### src/rtl/apb_bridge_arbiter.sv
// Round-robin sequencer sharing the bridge's AHB slave port between NUM_REQ requesters.
// Optional wait-state timeout abort is enabled by defining ARB_TIMEOUT_EN.
module apb_bridge_arbiter #(
    parameter int NUM_REQ     = 3,
    parameter int ADDR_W      = 32,
    parameter int DATA_W      = 32,
    parameter int TIMEOUT_CYC = 16
) (
    input  logic                      Hclk,
    input  logic                      Hreset,
    input  logic [NUM_REQ-1:0]        req,
    input  logic [NUM_REQ-1:0]        req_write,
    input  logic [NUM_REQ*ADDR_W-1:0] req_addr,
    input  logic [NUM_REQ*DATA_W-1:0] req_wdata,
    output logic [NUM_REQ-1:0]        grant,
    output logic [NUM_REQ-1:0]        done,
    output logic                      err,
    output logic [DATA_W-1:0]         rdata,
    output logic [ADDR_W-1:0]         Haddr,
    output logic [DATA_W-1:0]         Hwdata,
    output logic                      Hwrite,
    output logic [1:0]                Htrans,
    output logic                      Hreadyin,
    input  logic                      Hreadyout,
    input  logic [DATA_W-1:0]         Hrdata
);
    localparam int IDX_W = $clog2(NUM_REQ);
    localparam logic [1:0] TR_IDLE   = 2'b00;
    localparam logic [1:0] TR_NONSEQ = 2'b10;

    if (NUM_REQ < 2 || NUM_REQ > 8 || TIMEOUT_CYC < 1) begin : g_bad_cfg
        $error("apb_bridge_arbiter: NUM_REQ must be 2..8 and TIMEOUT_CYC >= 1");
    end

    typedef enum logic [1:0] {ST_IDLE, ST_ADDR, ST_DATA} state_t;

    state_t              state_reg, state_next;
    logic [IDX_W-1:0]    last_reg, last_next;
    logic [IDX_W-1:0]    owner_reg, owner_next;
    logic [NUM_REQ-1:0]  grant_reg, grant_next;
    logic [NUM_REQ-1:0]  done_reg, done_next;
    logic                err_reg, err_next;
    logic [DATA_W-1:0]   rdata_reg, rdata_next;
    logic [ADDR_W-1:0]   haddr_reg, haddr_next;
    logic [DATA_W-1:0]   hwdata_reg, hwdata_next;
    logic [DATA_W-1:0]   wdata_lat_reg, wdata_lat_next;
    logic                hwrite_reg, hwrite_next;
    logic [1:0]          htrans_reg, htrans_next;
    logic                hreadyin_reg;
    logic                pick_valid;
    logic [IDX_W-1:0]    pick_idx;
    logic                timeout_hit;

    logic [ADDR_W-1:0]   addr_arr  [NUM_REQ];
    logic [DATA_W-1:0]   wdata_arr [NUM_REQ];

    for (genvar gi = 0; gi < NUM_REQ; gi++) begin : g_slice
        assign addr_arr[gi]  = req_addr[gi*ADDR_W +: ADDR_W];
        assign wdata_arr[gi] = req_wdata[gi*DATA_W +: DATA_W];
    end

    // Scan from farthest to nearest so the requester closest after last wins.
    always_comb begin
        pick_valid = 1'b0;
        pick_idx   = '0;
        for (int k = NUM_REQ; k >= 1; k--) begin
            if (req[(int'(last_reg) + k) % NUM_REQ]) begin
                pick_valid = 1'b1;
                pick_idx   = IDX_W'((int'(last_reg) + k) % NUM_REQ);
            end
        end
    end

`ifdef ARB_TIMEOUT_EN
    localparam int CNT_W = $clog2(TIMEOUT_CYC + 1);
    logic [CNT_W-1:0] cnt_reg, cnt_next;

    always_comb begin
        cnt_next    = cnt_reg;
        timeout_hit = 1'b0;
        if ((state_reg == ST_ADDR || state_reg == ST_DATA) && !Hreadyout) begin
            if (cnt_reg == CNT_W'(TIMEOUT_CYC - 1)) timeout_hit = 1'b1;
            else                                    cnt_next    = cnt_reg + 1'b1;
        end
        if (state_next != state_reg) cnt_next = '0;
    end

    always_ff @(posedge Hclk) begin
        if (Hreset) cnt_reg <= '0;
        else        cnt_reg <= cnt_next;
    end
`else
    assign timeout_hit = 1'b0;
`endif

    always_comb begin
        state_next     = state_reg;
        last_next      = last_reg;
        owner_next     = owner_reg;
        grant_next     = grant_reg;
        done_next      = '0;
        err_next       = 1'b0;
        rdata_next     = rdata_reg;
        haddr_next     = haddr_reg;
        hwdata_next    = hwdata_reg;
        wdata_lat_next = wdata_lat_reg;
        hwrite_next    = hwrite_reg;
        htrans_next    = htrans_reg;
        case (state_reg)
            ST_IDLE: begin
                if (pick_valid) begin
                    grant_next     = NUM_REQ'(1) << pick_idx;
                    owner_next     = pick_idx;
                    haddr_next     = addr_arr[pick_idx];
                    hwrite_next    = req_write[pick_idx];
                    wdata_lat_next = wdata_arr[pick_idx];
                    htrans_next    = TR_NONSEQ;
                    state_next     = ST_ADDR;
                end
            end
            ST_ADDR: begin
                if (Hreadyout) begin
                    htrans_next = TR_IDLE;
                    hwdata_next = wdata_lat_reg;
                    state_next  = ST_DATA;
                end
            end
            ST_DATA: begin
                if (Hreadyout) begin
                    if (!hwrite_reg) rdata_next = Hrdata;
                    done_next[owner_reg] = 1'b1;
                    grant_next = '0;
                    last_next  = owner_reg;
                    state_next = ST_IDLE;
                end
            end
            default: state_next = ST_IDLE;
        endcase
        // Abort a stalled phase: the owner still gets its done, flagged by err.
        if (timeout_hit) begin
            htrans_next          = TR_IDLE;
            done_next            = '0;
            done_next[owner_reg] = 1'b1;
            err_next             = 1'b1;
            grant_next           = '0;
            last_next            = owner_reg;
            state_next           = ST_IDLE;
        end
    end

    always_ff @(posedge Hclk) begin
        if (Hreset) begin
            state_reg     <= ST_IDLE;
            last_reg      <= IDX_W'(NUM_REQ - 1);
            owner_reg     <= '0;
            grant_reg     <= '0;
            done_reg      <= '0;
            err_reg       <= 1'b0;
            rdata_reg     <= '0;
            haddr_reg     <= '0;
            hwdata_reg    <= '0;
            wdata_lat_reg <= '0;
            hwrite_reg    <= 1'b0;
            htrans_reg    <= TR_IDLE;
            hreadyin_reg  <= 1'b0;
        end else begin
            state_reg     <= state_next;
            last_reg      <= last_next;
            owner_reg     <= owner_next;
            grant_reg     <= grant_next;
            done_reg      <= done_next;
            err_reg       <= err_next;
            rdata_reg     <= rdata_next;
            haddr_reg     <= haddr_next;
            hwdata_reg    <= hwdata_next;
            wdata_lat_reg <= wdata_lat_next;
            hwrite_reg    <= hwrite_next;
            htrans_reg    <= htrans_next;
            hreadyin_reg  <= 1'b1;
        end
    end

    assign grant    = grant_reg;
    assign done     = done_reg;
    assign err      = err_reg;
    assign rdata    = rdata_reg;
    assign Haddr    = haddr_reg;
    assign Hwdata   = hwdata_reg;
    assign Hwrite   = hwrite_reg;
    assign Htrans   = htrans_reg;
    assign Hreadyin = hreadyin_reg;
endmodule

### config.mk
export PLATFORM = sky130hd
export DESIGN_NAME = apb_bridge_arbiter
export DESIGN_NICKNAME = d
export VERILOG_FILES = /design/src/rtl/apb_bridge_arbiter.sv
export SDC_FILE = /design/constraint.sdc
export NUM_CORES = 1
export LEC_CHECK = 0
export BUFFER_PORTS_ARGS = -buffer_cell sky130_fd_sc_hd__buf_2
export CAP_MARGIN = 20
export CORE_AREA = 2 2 133 135
export CTS_BUF_LIST = sky130_fd_sc_hd__clkbuf_2
export CTS_CLUSTER_DIAMETER = 120
export CTS_CLUSTER_SIZE = 40
export DETAILED_ROUTE_END_ITERATION = 12
export DIE_AREA = 0 0 135 137
export PLACE_DENSITY = 0.7
export REMOVE_ABC_BUFFERS = 1
export SLEW_MARGIN = 20
export SYNTH_ARGS = -nofsm -noshare
export SYNTH_HDL_FRONTEND = slang
export SYNTH_SLANG_ARGS = --single-unit
### constraint.sdc
create_clock -name Hclk -period 3.5 [get_ports Hclk]
set_input_delay 0.7 -clock Hclk [delete_from_list [all_inputs] [get_ports Hclk]]
set_output_delay 0.7 -clock Hclk [all_outputs]
set_load 0.05 [all_outputs]
### After elaboration in Yosys (flattened, before gate mapping)

Index checks and enable logic that the tools add are counted.
Widths: inputs -> output; s select.

* div/mod/pow operators: 3
* mux-type cells: 35
* shift-type cells: 1
* $lt $le $gt $ge: 7
* eq/ne operators: 5
* add/sub/neg operators: 3
* reductions and logical operators: 12
* bitwise logic cells: 4

Operators by type and width (number)
* $bmux 32 s2: 2
* $mux 32: 4
* $lt 32x4->1 const B: 3
* $mod 32x3->32 const B: 3
* $mux 2: 7
* $mux 1: 12
* $reduce_and 3->1: 4
* $bmux 1 s2: 4
* $add 2x2->3 const B: 2
* $lt 2x3->1 const B: 2
* $mux 3: 2
* $ne 2x2->1 const B: 3
* $pmux 2 s3: 1
* $pmux 3 s2: 1
* $reduce_and 2->1: 3
* $pmux 2 s2: 1
* $reduce_bool 2->1: 2
* $add 2x1->3 const B: 1
* $ge 3x3->1 const B: 1
* $not 1->1: 3
* $not 2->3: 1
* $reduce_or 3->1: 1
* $shl 1x2->3 const A: 1
* $demux 1 s2: 1
* 5 further kinds: 5

* flip-flop bits (word level): 144

### Longest topological paths before layout

* depth in word-level cells: 12
* gate-level depth with buffers: 10
* depth with buffers taken out: 7

### Least setup slack after synthesis

OpenSTA, ideal clock, no wires.

* kind: reg-to-reg
* start: register last_reg[0]
* end: register haddr_reg[22], in the netlist Haddr[22]
* required time: 3.378 ns
* setup slack: 1.344 ns
* setup time: 0.122 ns
* path buffers: 3
* arrival time: 2.034 ns
* stages on the path, launching flop included: 11
* cells stage by stage: dfxtp_1 > inv_1 > ha_1 > clkbuf_4 > nand3b_2 > o21a_1 > a211o_1 > buf_4 > buf_6 > a311oi_2 > a21oi_1

* longest elaborated chain between the ends: 12
* elaborated cells between the ends (all ways): 26
* classes of those cells: add/sub (3); div (3); mux (18); bitwise (1); reduce/logical (1)

Ends and longest elaborated chain
* from (decl): RTL line 38 `logic [IDX_W-1:0] last_reg, last_next;`
* from (signal assigned): RTL line 154 `last_reg <= IDX_W'(NUM_REQ - 1);`
* from (signal assigned): RTL line 168 `last_reg <= last_next;`
* $add 2x2->3: RTL line 67, 69
* $mod 32x3->32: RTL line 67, 69
* $bmux 1 s2: RTL line 67 `if (req[(int'(last_reg) + k) % NUM_REQ]) begin`
* $mux 1 (not written as such) (2 in series): RTL line 67
* $mux 2 (3 in series): RTL line 67
* $not 2->3 (not written as such): RTL line 114 `haddr_next = addr_arr[pick_idx];`
* $bmux 32 s2: RTL line 114
* $mux 32 (not written as such) (2 in series): RTL line 114
* to (signal assigned): RTL line 174 `haddr_reg <= haddr_next;`
* to (decl): RTL line 44 `logic [ADDR_W-1:0] haddr_reg, haddr_next;`

Several ways; a longest one is shown, not always the timed one. The select of a mux whose other input is x is not followed.
A chain may end at the register's enable or synchronous reset.

### Worst setup path in the final report

* start: register last_reg[0]
* end: register haddr_reg[3], in the netlist Haddr[3]

Same word-level chain as after synthesis.

==> out/qor.csv <==
metric,value,unit
crit_type,register to register,
grt_pass1_wl,36400,um
status,"finished, final reports clean",
drc_errors,0,
nets,1285,
powerDensity,448,mW/mm2
worstReg2RegStart,last_reg[0],
drt-wirelength-per-cell,18.5,um
row_count,48,
cts_buffers,17,
regToRegEndpoint,Haddr[3],
gp_congestion,0.830,
cts-hold-fix-buffers,0,
final_core_util,0.514,
clk_latency,700,ps
cts_tree,done,
p_leak,3.64,nW
yosysTopAreaCell,dfxtp_1,
crit_start,last_reg[0],
post_cts_buffers,0,
post-place-ws,614,ps
crit_arrival,3590,ps
cts-htree-levels,4,
wirelength,23900,um
min_path_cells,3,
critPathLaunchType,register,
grt_use_met3,0.0733,
grt_pass1_vias,6951,
io_buffers,337,
globalRoute.totalOverflow,0,
crit_fanout,33,
stdcell_area,0.00877,mm2
start_util,0.398,
clock_sinks,143,
io_pins,340,
tns,0,ps
synth-edff-count,0,
relSlewSlack,0.438,
hold_ws,212,ps
drive_gt1_frac,0.425,
final-setup-viol-count,0,
synth.avg_cell_area,8.90,um2
vias,7247,
antenna_found_initial,7,
ir_drop,229,uV
rsz0062_at_grt,no,
worst_slew_pin_slew,844,ps
drt_pass1_iterations,5,
num-fill-cells,1708,
finalHoldViolCount,0,
drtIter0Drc,358,
clk_pin_slew,250,ps
final_antenna_net_count,0,
syn_area,0.00679,mm2
skew,43.1,ps
cts_buffer_depth,2,
hold_path_class,input port to register,
finalMaxSlewViolations,0,
fin_crit_sh,0.855,
crit_path_end_kind,register,
ys_async_sr_fraction,0,
areaGrowthSynthToFinish,29.1,%
hp-start,req_addr[30],
place_area,0.00853,mm2
worst_slack,507,ps
yosysSeqAreaShare,0.422,
die_h,137,um
use_met2,0.436,
clock.fmax,0.334,GHz
reg2regPathDepth,8,
cp.required,4100,ps
yosysTopAreaCellShare,0.422,
yosys-top-cells-area,"dfxtp_1 (42%), a311oi_2 (11%), a21oi_1 (10%), o221ai_1 (8.6%), nand2_1 (7.6%)",
synth_flop_cell,dfxtp_1,
ys_ff_latch,143,
die_w,135,um
synthCells,763,
ctsResizeCount,0,
yosysWarnings,0,
ctsRootBufferMaster,clkbuf_2,
rrSetupSlack,510,ps
ys_types,46,
hold_path_end,Haddr[30],
maxCapViolCount,0,
grt_use_met1,0.292,
floorplan.die_area,0.0185,mm2
dp_hpwl,16000,um
track_usage,0.251,
grt_max_degree,77,
layout_min_cycle_time,2990,ps
fp.coreArea,0.0171,mm2
via_per_inst,5.61,
top_usage_layer,met2,
==> worst max-delay path, stage by stage (launching register included) <==
cell and delay (ps):
dfxtp_1 450, inv_1 90, ha_1 570, mux2i_1 180
o22ai_4 400, nand2_4 420, buf_12 330, a311oi_1 310
a21oi_1 110
==> per-stage QoR <==
step                std cells  power [W]
floorplan                 674    0.00261
global placement         1254    0.00302
detailed placement       1254    0.00303
CTS                      1286    0.00396
global route             1292    0.00413
finish                   1292    0.00393
==> cells in the final DEF (no fill, tap or decap), types with 6 or more instances in the layout <==
cell type  instances
a21oi_1          136
a311oi_1          15
a311oi_2          50
buf_12             7
buf_2            337
buf_4             11
clkbuf_2          17
dfxtp_1          143
diode_2            6
nand2_1          137
o21ai_0           66
o221ai_1          67
==> power breakdown <==
part / leakage (nW) / switching, W / internal [W]
combinational: 2.33 / 0.000767 / 0.000401
clock: 0.131 / 0.000659 / 0.000265
sequential: 1.17 / 0.0000693 / 0.00176
==> layout make-up <==
cell class	instances	area, um2	share of cell area
inverters	5	18.8	0.00214
well taps	225	282	0.0321
clock buffers	17	85.1	0.00971
repair buffers	355	1910	0.218
flip-flops and latches	143	2860	0.327
multi-input cells	526	3460	0.394
clock inverters	15	136	0.0156
diodes	6	15.0	0.00171
==> synth_stat cells (2+ instances only) <==
master / n
a311oi_1: 15
or2_2: 2
nand2b_1: 4
nand3_1: 2
ha_1: 4
a21oi_1: 136
nand3b_1: 2
a311oi_2: 50
buf_2: 23
mux2i_1: 5
nor4_1: 2
inv_1: 3
buf_4: 6
nor2b_1: 2
nor4b_1: 2
dfxtp_1: 143
nand2_1: 138
buf_6: 13
clkbuf_1: 45
clkbuf_2: 2
nor2_1: 7
o221ai_1: 67
o21ai_0: 66
nand4_1: 2
==> worst max-delay path by stage <==
stage / to / slack (ps) / cells past startpoint
after detailed placement: Haddr[3] / 610 / 8
after floorplan: Haddr[0] / -1150 / 7
after global placement: Haddr[2] / 740 / 8
after CTS: Haddr[3] / 550 / 8
after global routing: Haddr[1] / 330 / 8
final: Haddr[3] / 510 / 8
==> cell families after synthesis <==
| family | count (synthesis) | synth area share |
|---|---|---|
| adder cells (fa/ha/maj) | 4 | 0.00737 |
| flip-flops | 143 | 0.422 |
| buffers and inverters | 95 | 0.0754 |
| other | 1 | 0.000552 |
| AND/OR/NAND/NOR | 166 | 0.101 |
| multiplexers | 5 | 0.00737 |
| AO/OA/AOI/OAI | 349 | 0.387 |
==> per-layer routing <==
metal,share of wire,vias to the layer above
li1,-,3455
met1,0.39,3377
met2,0.50,373
met3,0.090,40
met4,0.024,2
met5,0.00033,-
No activity file was read; power rests on OpenSTA's default activity.
